<file path="src/rtl/button_conditioner.sv">
// Push-button conditioner: synchronizes a bouncing button and slide switches,
// debounces press/release, and emits one pulse plus a switch snapshot per press.
module button_conditioner #(
    parameter int DEBOUNCE_CYCLES = 50000,
    parameter int CNT_W           = 16
) (
    input  logic       clk_i,
    input  logic       rst_ni,
    input  logic       button_raw_i,
    input  logic [3:0] sw_raw_i,
    output logic       button_o,
    output logic [3:0] sw_o,
    output logic       level_o,
    output logic [7:0] press_cnt_o
);

    typedef enum logic [1:0] {
        IDLE       = 2'd0,
        DB_PRESS   = 2'd1,
        HELD       = 2'd2,
        DB_RELEASE = 2'd3
    } state_e;

    localparam logic [CNT_W-1:0] CNT_LAST = CNT_W'(DEBOUNCE_CYCLES - 1);

    logic             btn_meta_q, btn_s_q;
    logic [3:0]       sw_meta_q, sw_s_q;
    state_e           state_q, state_d;
    logic [CNT_W-1:0] cnt_q, cnt_d;
    logic             button_q, button_d;
    logic [3:0]       sw_q, sw_d;
    logic             level_q, level_d;
    logic [7:0]       press_cnt_q, press_cnt_d;
    logic             accept;

    // Two-flop synchronizers; nothing downstream sees the raw inputs.
    always_ff @(posedge clk_i or negedge rst_ni) begin
        if (!rst_ni) begin
            btn_meta_q <= 1'b0;
            btn_s_q    <= 1'b0;
            sw_meta_q  <= 4'd0;
            sw_s_q     <= 4'd0;
        end else begin
            btn_meta_q <= button_raw_i;
            btn_s_q    <= btn_meta_q;
            sw_meta_q  <= sw_raw_i;
            sw_s_q     <= sw_meta_q;
        end
    end

    always_ff @(posedge clk_i or negedge rst_ni) begin
        if (!rst_ni) begin
            state_q <= IDLE;
            cnt_q   <= '0;
        end else begin
            state_q <= state_d;
            cnt_q   <= cnt_d;
        end
    end

    always_comb begin
        state_d = state_q;
        cnt_d   = cnt_q;
        case (state_q)
            IDLE: begin
                if (btn_s_q) begin
                    state_d = DB_PRESS;
                    cnt_d   = '0;
                end
            end
            DB_PRESS: begin
                if (!btn_s_q)             state_d = IDLE;
                else if (cnt_q == CNT_LAST) state_d = HELD;
                else                        cnt_d = cnt_q + 1'b1;
            end
            HELD: begin
                if (!btn_s_q) begin
                    state_d = DB_RELEASE;
                    cnt_d   = '0;
                end
            end
            DB_RELEASE: begin
                if (btn_s_q)                state_d = HELD;
                else if (cnt_q == CNT_LAST) state_d = IDLE;
                else                        cnt_d = cnt_q + 1'b1;
            end
            default: begin
                state_d = IDLE;
                cnt_d   = '0;
            end
        endcase
    end

    // Outputs are registered and derived from the transition being taken.
    always_comb begin
        accept      = (state_q == DB_PRESS) && (state_d == HELD);
        button_d    = accept;
        sw_d        = accept ? sw_s_q : sw_q;
        press_cnt_d = accept ? press_cnt_q + 8'd1 : press_cnt_q;
        level_d     = (state_d == HELD) || (state_d == DB_RELEASE);
    end

    always_ff @(posedge clk_i or negedge rst_ni) begin
        if (!rst_ni) begin
            button_q    <= 1'b0;
            sw_q        <= 4'd0;
            level_q     <= 1'b0;
            press_cnt_q <= 8'd0;
        end else begin
            button_q    <= button_d;
            sw_q        <= sw_d;
            level_q     <= level_d;
            press_cnt_q <= press_cnt_d;
        end
    end

    assign button_o    = button_q;
    assign sw_o        = sw_q;
    assign level_o     = level_q;
    assign press_cnt_o = press_cnt_q;

endmodule

</file>
<file path="config.mk">
export PLATFORM = sky130hd
export DESIGN_NAME = button_conditioner
export DESIGN_NICKNAME = d
export VERILOG_FILES = /design/src/rtl/button_conditioner.sv
export SDC_FILE = /design/constraint.sdc
export NUM_CORES = 1
export LEC_CHECK = 0
export BUFFER_PORTS_ARGS = -buffer_cell sky130_fd_sc_hd__buf_2
export CAP_MARGIN = 20
export CELL_PAD_IN_SITES_DETAIL_PLACEMENT = 1
export CELL_PAD_IN_SITES_GLOBAL_PLACEMENT = 1
export CORE_AREA = 2 2 57 81
export CTS_CLUSTER_DIAMETER = 100
export DETAILED_ROUTE_END_ITERATION = 10
export DIE_AREA = 0 0 59 83
export GPL_TIMING_DRIVEN = 0
export MAX_ROUTING_LAYER = met4
export PLACE_DENSITY = 0.84
export SLEW_MARGIN = 15
export SYNTH_ARGS = -nofsm -noshare
export SYNTH_HDL_FRONTEND = slang
export SYNTH_SLANG_ARGS = --single-unit
</file>
<file path="constraint.sdc">
create_clock -name clk_i -period 2.1 [get_ports clk_i]
set_input_delay 0.21 -clock clk_i [delete_from_list [all_inputs] [get_ports clk_i]]
set_output_delay 0.21 -clock clk_i [all_outputs]
set_load 0.005 [all_outputs]
</file>
# Yosys cells after proc, flatten, opt, wreduce, memory -nomap -nowiden
# Index checks and enable logic that the tools add are counted.
[classes]
n_addsub = 2
eq_ne = 10
mux = 13
reduce_logical = 4
[op_table]
columns = ["cell", "n"]
rows = [
  ["16-bit 2-to-1 mux", 5],
  ["16-bit case mux with 4 select lines", 1],
  ["16-bit by 1-bit adder with 16-bit output (second input constant)", 1],
  ["16-bit == test (second input constant)", 1],
  ["2-bit 2-to-1 mux", 6],
  ["8-bit by 1-bit adder with 8-bit output (second input constant)", 1],
  ["2-bit == test (second input constant)", 4],
  ["2-bit inequality test (second input constant)", 4],
  ["2-bit case mux with 4 select lines", 1],
  ["4-bit AND reduction", 1],
  ["2-bit by 1-bit == test with 1-bit output (second input constant)", 1],
  ["2-bit zero test", 1],
  ["1-bit logical AND", 1],
  ["1-bit logical OR", 1],
]
[totals]
register_bits = 42
input_bits = 7
out_inout_bits = 14

# Longest topological paths before layout
# Gate-level depths: netlist (run 1).
[logic_depth]
word_depth = 6
mapped_depth = 6

# Worst setup path after synthesis (run 1)
# OpenSTA, ideal clock, no wires.
[synth_path]
kind = "register to register"
startpoint = "register cnt_q[0]"
endpoint = "register cnt_q[7]"
setup_time_ns = 0.078
arrival_time_ns = 1.761
required_ns = 2.022
slack_ns = 0.261
path_stages_with_launch = 7
n_path_buf = 1
synth_period_minus_slack_ns = 1.839
cell_sequence = "dfrtp_1 ha_1 and4b_1 and4_1 clkbuf_1 or4_1 a21oi_1"
[synth_via]
elab_chain_len = 4
[synth_rtl]
columns = ["element", "line_no", "rtl"]
rows = [
  ["from (decl)", "29", "logic [CNT_W-1:0] cnt_q, cnt_d;"],
  ["from (signal assigned)", "57", "cnt_q <= cnt_d;"],
  ["16-bit by 1-bit adder with 16-bit output or 16-bit == test (tied branches)", "-", ""],
  ["16-bit 2-to-1 mux *", "73, 84", ""],
  ["16-bit 2-to-1 mux (on tied branches)", "83, 72", ""],
  ["16-bit case mux with 4 select lines *", "64", "case (state_q)"],
]
# Mark *: on every way between the ends. The rest lies on a longest branch, timed or not. The select of a mux whose other input is x is not followed.
# A chain may end at the register's enable or synchronous reset.

# Worst setup path after layout (run 1)
# Same ends and word-level chain as after synthesis.

==> results.py, run 1 <==
metrics = {
    "cells_and_area": {
        "layout-drive-gt1-share_pct": 20.8,
        "stdcell_count": 242,
        "antenna_cells": 0,
        "area_growth_pct": 16.3,
        "fill_cells": 443,
        "fin_nets": 205,
    },
    "routing": {
        "drt_iter0_drc": 28,
        "totalWireLength_um": 4310,
        "drtAntennaViolNets": 0,
        "drcViolationCount": 0,
        "vias_per_cell": 5.95,
        "num_vias": 1440,
        "first_pass_iters": 4,
        "drt-wirelength-per-cell_um": 17.8,
    },
    "clock_tree": {
        "clk_pin_slew_worst_paths_ns": 0.08,
        "cts_root_buf": "clkbuf_8",
        "numCtsBuffers": 5,
        "cts_hold_buf": 0,
        "cts_max_path_buffers": 2,
        "htree_num_levels": 2,
        "clock_sinks": 41,
        "insertion_delay_ns": 0.29,
        "cts_tree": "yes",
    },
    "floorplan": {
        "die-width_um": 59,
        "boundaryPins": 21,
        "row_count": 28,
        "core_area_um2": 4130,
        "fp.dieH_um": 83,
        "initial_utilization_pct": 44.0,
        "die_area_um2": 4900,
    },
    "yosys": {
        "syn_area_um2": 1820,
        "synth.top_cell.area_share_pct": 56.4,
        "synth_most_common_cell": "dfrtp_1",
        "synth-seq-cells": 41,
        "synth_edf_count": 0,
        "synth_nets": 176,
        "synthFlopType": "dfrtp_1",
        "ys_seq_area_share_pct": 56.4,
        "avgSynthCellArea_um2": 10.9,
        "yosys-top-cells-count": "dfrtp_1, nand2_1, o21ai_0",
        "postSynthCellCount": 167,
        "synth_top_area_cell": "dfrtp_1",
        "ys_types": 36,
        "async_flop_share_pct": 100,
        "ys_warn_count": 0,
        "synthTopCellsByArea": "dfrtp_1, xnor2_1, o21ai_0, mux2_2, nand3_1",
    },
    "power": {
        "swShare_pct": 22.0,
        "p_clk_share_pct": 41.4,
        "p_comb_share_pct": 4.9,
        "power_density_nw_per_um2": 743,
        "ir_drop_v": 0.000435,
        "power_frac_seq_pct": 53.7,
        "cellInternalPower_mw": 1.23,
        "switching_power_mw": 0.346,
        "total_power_mw": 1.57,
        "p_leak_nw": 1.00,
    },
    "sta": {
        "fin_worst_skew_ns": 0.00474,
        "clock.fmax_mhz": 505,
        "fin_crit_sh_pct": 94.3,
        "hold_slack_ns": 0.0213,
        "setup_viol": 0,
        "finalCriticalPeriod_ns": 1.98,
        "worst_slack_ns": 0.119,
        "slew-limit-headroom_pct": 41.1,
        "slew_violations": 0,
        "rsz0062_at_grt": "false",
        "hold_violations": 0,
        "worstMarginPinSlew_ns": 0.884,
        "fin_tns_setup_ns": 0,
    },
    "global_routing": {
        "antenna_found_initial": 0,
        "grt_pass1_wl_um": 7420,
        "grt_pass1_vias": 1596,
        "grt_max_degree": 42,
        "grt_usage_pct": 20.4,
        "grt_overflow": 0,
    },
    "worst_hold_path": {
        "min_path_type": "primary input to flip-flop",
        "holdPathEnd": "sw_meta_q[2]",
        "min-delay-start": "sw_raw_i[2]",
        "whs_path_depth": 1,
    },
    "critical_path": {
        "worstPathArrival_ns": 2.20,
        "cp_max_fo": 8,
        "start_kind": "flip-flop",
        "cp-end-kind": "flip-flop",
        "r2r_start": "cnt_q[0]",
        "reg2reg_to": "cnt_q[7]",
        "r2r_cells": 5,
        "required_ns": 2.31,
        "critPathKind": "flip-flop to flip-flop",
        "rrSetupSlack_ns": 0.12,
    },
    "placed_design": {
        "place.gp.congestion": 0.886,
        "hpwl_um": 3050,
        "place_worst_setup_slack_ns": -0.0883,
        "dpl.cell_count": 232,
        "portBuffers": 20,
    },
    "run_status": {
        "status": "complete, no violations",
    },
    "run": {
        "maxCapViolCount": 0,
    },
}
==> worst max path at each step <==
| stage | startpoint | end | slack (ns) | depth (start not counted) |
|---|---|---|---|---|
| detailed placement | cnt_q[9] | sw_o[0] | -0.09 | 4 |
| finish | cnt_q[0] | cnt_q[7] | 0.12 | 5 |
| global placement | cnt_q[9] | sw_o[0] | 0.004 | 4 |
| global route | cnt_q[0] | cnt_q[7] | 0.01 | 5 |
| CTS | cnt_q[0] | cnt_q[7] | 0.09 | 5 |
| floorplan | cnt_q[0] | cnt_q[7] | 0.26 | 6 |
==> layout by cell type (no fill, tap or decap), drive strengths merged, types with 6 or more instances in the layout <==
master  instances
dfrtp          41
buf            24
nand2          13
o21ai          12
nand3          10
nor2            9
nand4           8
inv             7
xnor2           7
clkbuf          7
a21oi           6
==> repair_timing <==
item,in CTS,in global routing
setup endpoints to repair,6,1
setup buffers,3,0
gates resized for setup,0,1
pin swaps,1,0
==> area by class of cell <==
class	instances	area, um2	share of cell area, %
buffer	2	8.76	0.414
clock inverter	2	37.5	1.77
timing repair buffer	23	123	5.79
multi-input combinational	116	757	35.8
clock buffer	6	82.6	3.90
sequential	41	1030	48.5
tap	45	56.3	2.66
inverter	7	26.3	1.24
==> critical path: stages (launching register included) <==
cell,delay [ns]
dfrtp_1,0.42
ha_1,0.28
and4b_1,0.23
and4_2,0.32
or4_1,0.52
a21oi_1,0.13
==> state kept, by name (all words and copies together), names as in the netlist <==
signal,flops
sw_s_q,4
press_cnt_o,8
state_q,1
btn_meta_q,1
button_o,1
sw_meta_q,4
cnt_q,16
btn_s_q,1
level_o,1
sw_o,4
==> cells by family (layout without fill, tap and decap cells) <==
kind of cell | Yosys count | count (layout) | synth area share, %
and+or+nand+nor | 71 | 71 | 23.0
adders and majority gates | 2 | 2 | 1.37
AOI/OAI and AO/OA | 25 | 25 | 7.77
xor gates and xnor gates | 12 | 12 | 5.77
muxes | 6 | 6 | 3.64
DFF | 41 | 41 | 56.4
buffers and inverters | 10 | 40 | 2.13
==> power groups by stage <==
stage	Sequential (mW)	Clock [mW]	Combinational, mW
final	0.846	0.652	0.0765
after global routing	0.850	0.699	0.0868
after CTS	0.845	0.668	0.0781
after detailed placement	0.860	0	0.0769
after global placement	0.856	0	0.0702
after floorplan	0.851	0	0.0430
==> layer usage <==
layer  wire length (um)  vias up  track usage [%]
met3                 92        8             3.58
met5                  0        -                -
li1                   -      665                -
met1               1700      745             21.3
met2               2440       22             36.0
met4                 78        0             8.68
==> through the flow <==
stage	area, um2	utilization [%]
after global placement	1980	47.8
after floorplan	1820	-
after CTS	2120	51.2
after global routing	2120	51.2
after detailed placement	1980	47.8
final	2120	51.2
Power figures use the tool's default switching activity.
==> run 2, diff against run 1 <==
CORE_AREA = 2 2 56 79   (was 2 2 57 81)
CTS_BUF_LIST = sky130_fd_sc_hd__clkbuf_8   (was unset)
DIE_AREA = 0 0 58 81   (was 0 0 59 83)
PLACE_DENSITY = 0.86   (was 0.84)
clock period = 1.95 ns   (was 2.1 ns; I/O delays follow)
==> run 2 against run 1 <==
Compared with the run above:
- clock power increased by 8.7%
- fmax up 8.2%
- clock-buffer cell count unchanged
- via count shrank 0.21%
- total power rose by 9.0%
- critical path type unchanged
- critical endpoint is now cnt_q[15]
- largest cell class unchanged
==> results.py, run 2 (synthesis results as in run 1) <==
metrics = {
    "sta": {
        "slew-limit-headroom_pct": 40.8,
        "worstMarginPinSlew_ns": 0.888,
        "clock.fmax_mhz": 546,
        "slew_violations": 0,
        "setup_viol": 0,
        "fin_crit_sh_pct": 93.9,
        "hold_violations": 0,
        "fin_worst_skew_ns": 0.00691,
        "finalCriticalPeriod_ns": 1.83,
        "worst_slack_ns": 0.119,
        "rsz0062_at_grt": "false",
    },
    "global_routing": {
        "grt_pass1_wl_um": 7220,
        "grt_usage_pct": 21.2,
        "antenna_found_initial": 0,
        "grt_max_degree": 42,
        "grt_overflow": 0,
        "grt_pass1_vias": 1496,
    },
    "cells_and_area": {
        "fin_nets": 212,
        "final_common_cell": "dfrtp_1",
        "largest_reg_flops": 16,
        "antenna_cells": 0,
        "layout-drive-gt1-share_pct": 23.0,
        "area_growth_pct": 21.5,
        "multiInputGateArea_um2": 787,
        "regMostFlops": "cnt_q",
        "fill_cells": 444,
        "layout_common_cells": "dfrtp_1, buf_2, nand2_1, o21ai_0, nand3_1",
        "stdcell_count": 249,
        "seqCellArea_um2": 1030,
    },
    "critical_path": {
        "worstPathCellList": "inv_1, or4_4, or4_1, a21oi_1",
        "cp.buffers_inverters": 1,
        "cp_num_cells": 4,
        "max_stage_delay_ns": 0.57,
        "cp_max_fo": 6,
        "path_delay_family": "simple AND/OR/NAND/NOR gates",
        "worstPathArrival_ns": 2.06,
        "cp-end-kind": "flip-flop",
        "slowest_stage": "or4_4",
        "r2r_cells": 4,
        "required_ns": 2.18,
        "start_kind": "flip-flop",
        "critPathKind": "flip-flop to flip-flop",
    },
    "routing": {
        "drt_iter0_drc": 49,
        "drtAntennaViolNets": 0,
        "totalWireLength_um": 4390,
        "num_vias": 1437,
        "first_pass_iters": 5,
        "routed-wl-met3_um": 132,
        "drcViolationCount": 0,
        "top_layer": "met4",
        "m1WireLength_um": 1740,
        "vias_per_cell": 5.77,
        "dr_wl_met2_um": 2410,
        "drt-wirelength-per-cell_um": 17.6,
    },
    "placed_design": {
        "hpwl_um": 3050,
        "dpl.cell_count": 232,
        "place_worst_setup_slack_ns": -0.143,
        "place.gp.congestion": 0.886,
        "portBuffers": 20,
    },
    "floorplan": {
        "initial_utilization_pct": 44.8,
        "row_count": 28,
        "die_area_um2": 4700,
        "fp.dieH_um": 81,
        "boundaryPins": 21,
        "die-width_um": 58,
        "core_area_um2": 4060,
    },
    "clock_tree": {
        "cts_tree": "yes",
        "insertion_delay_ns": 0.30,
        "clk_pin_slew_worst_paths_ns": 0.08,
        "cts_root_buf": "clkbuf_8",
        "clock_sinks": 41,
        "htree_num_levels": 2,
        "numCtsBuffers": 5,
        "cts_max_path_buffers": 2,
    },
    "power": {
        "ir_drop_v": 0.000760,
        "power_density_nw_per_um2": 775,
        "p_leak_nw": 1.04,
        "total_power_mw": 1.72,
    },
    "run_status": {
        "status": "complete, no violations",
    },
    "run": {
        "maxCapViolCount": 0,
    },
    "worst_hold_path": {
        "min_path_type": "primary input to async pin",
    },
}
==> run 2: cell type report <==
cell class	count	share of cell area (%)
repair buffers	30	8.48
plain buffers	2	0.396
flip-flops and latches	41	46.4
inverters	7	1.19
multi-input cells	116	35.6
well taps	45	2.55
clock buffers	6	3.73
clock inverters	2	1.70
==> run 2: power breakdown <==
| group | internal [mW] | switching (mW) | leakage, nW |
|---|---|---|---|
| Sequential | 0.878 | 0.0311 | 0.545 |
| Combinational | 0.0395 | 0.0575 | 0.436 |
| Clock | 0.416 | 0.294 | 0.0574 |
| Total | 1.33 | 0.382 | 1.04 |
==> run 2: metal layers <==
layer	track usage [%]	vias to the layer above
met5	-	-
met4	9.53	0
met3	4.30	9
met2	34.8	27
met1	25.1	717
li1	-	684
==> run 2: worst register-to-register path, delay by kind of cell (launching register included) <==
family          cells  cell delay (ns)
simple gates        2             0.98
flops               1             0.47
buf+inv             1             0.16
compound gates      1             0.15
==> run 2: final timing paths <==
kind                         startpoint  slack (ns)        end
setup / recovery               cnt_q[5]        0.12  cnt_q[15]
hold / removal                   rst_ni       0.008   cnt_q[8]
setup reg to reg               cnt_q[5]        0.12  cnt_q[15]
hold reg to reg            sw_meta_q[2]        0.36  sw_s_q[2]
max in group asynchronous        rst_ni        1.38    btn_s_q
min in group clk_i         sw_meta_q[2]        0.36  sw_s_q[2]
==> run 2: repair_timing <==
action,in CTS,in global routing
pin swaps,1,1
setup endpoints to repair,17,8
resized for setup,2,5
hold buffers,3,2
gates cloned,0,0
hold endpoints to repair,3,2
setup buffers,3,2
==> run 2: per-stage QoR <==
step           hold WS, ns  setup TNS [ns]  area, um2  utilization [%]
6_report           0.00779               0       2210             54.4
5_1_grt             0.0904               0       2210             54.4
4_1_cts            0.00552               0       2150             53.0
3_5_place_dp         0.306          -0.819       1980             48.6
3_3_place_gp         0.304          -0.778       1980             48.6
2_1_floorplan       -0.101               0       1820                -
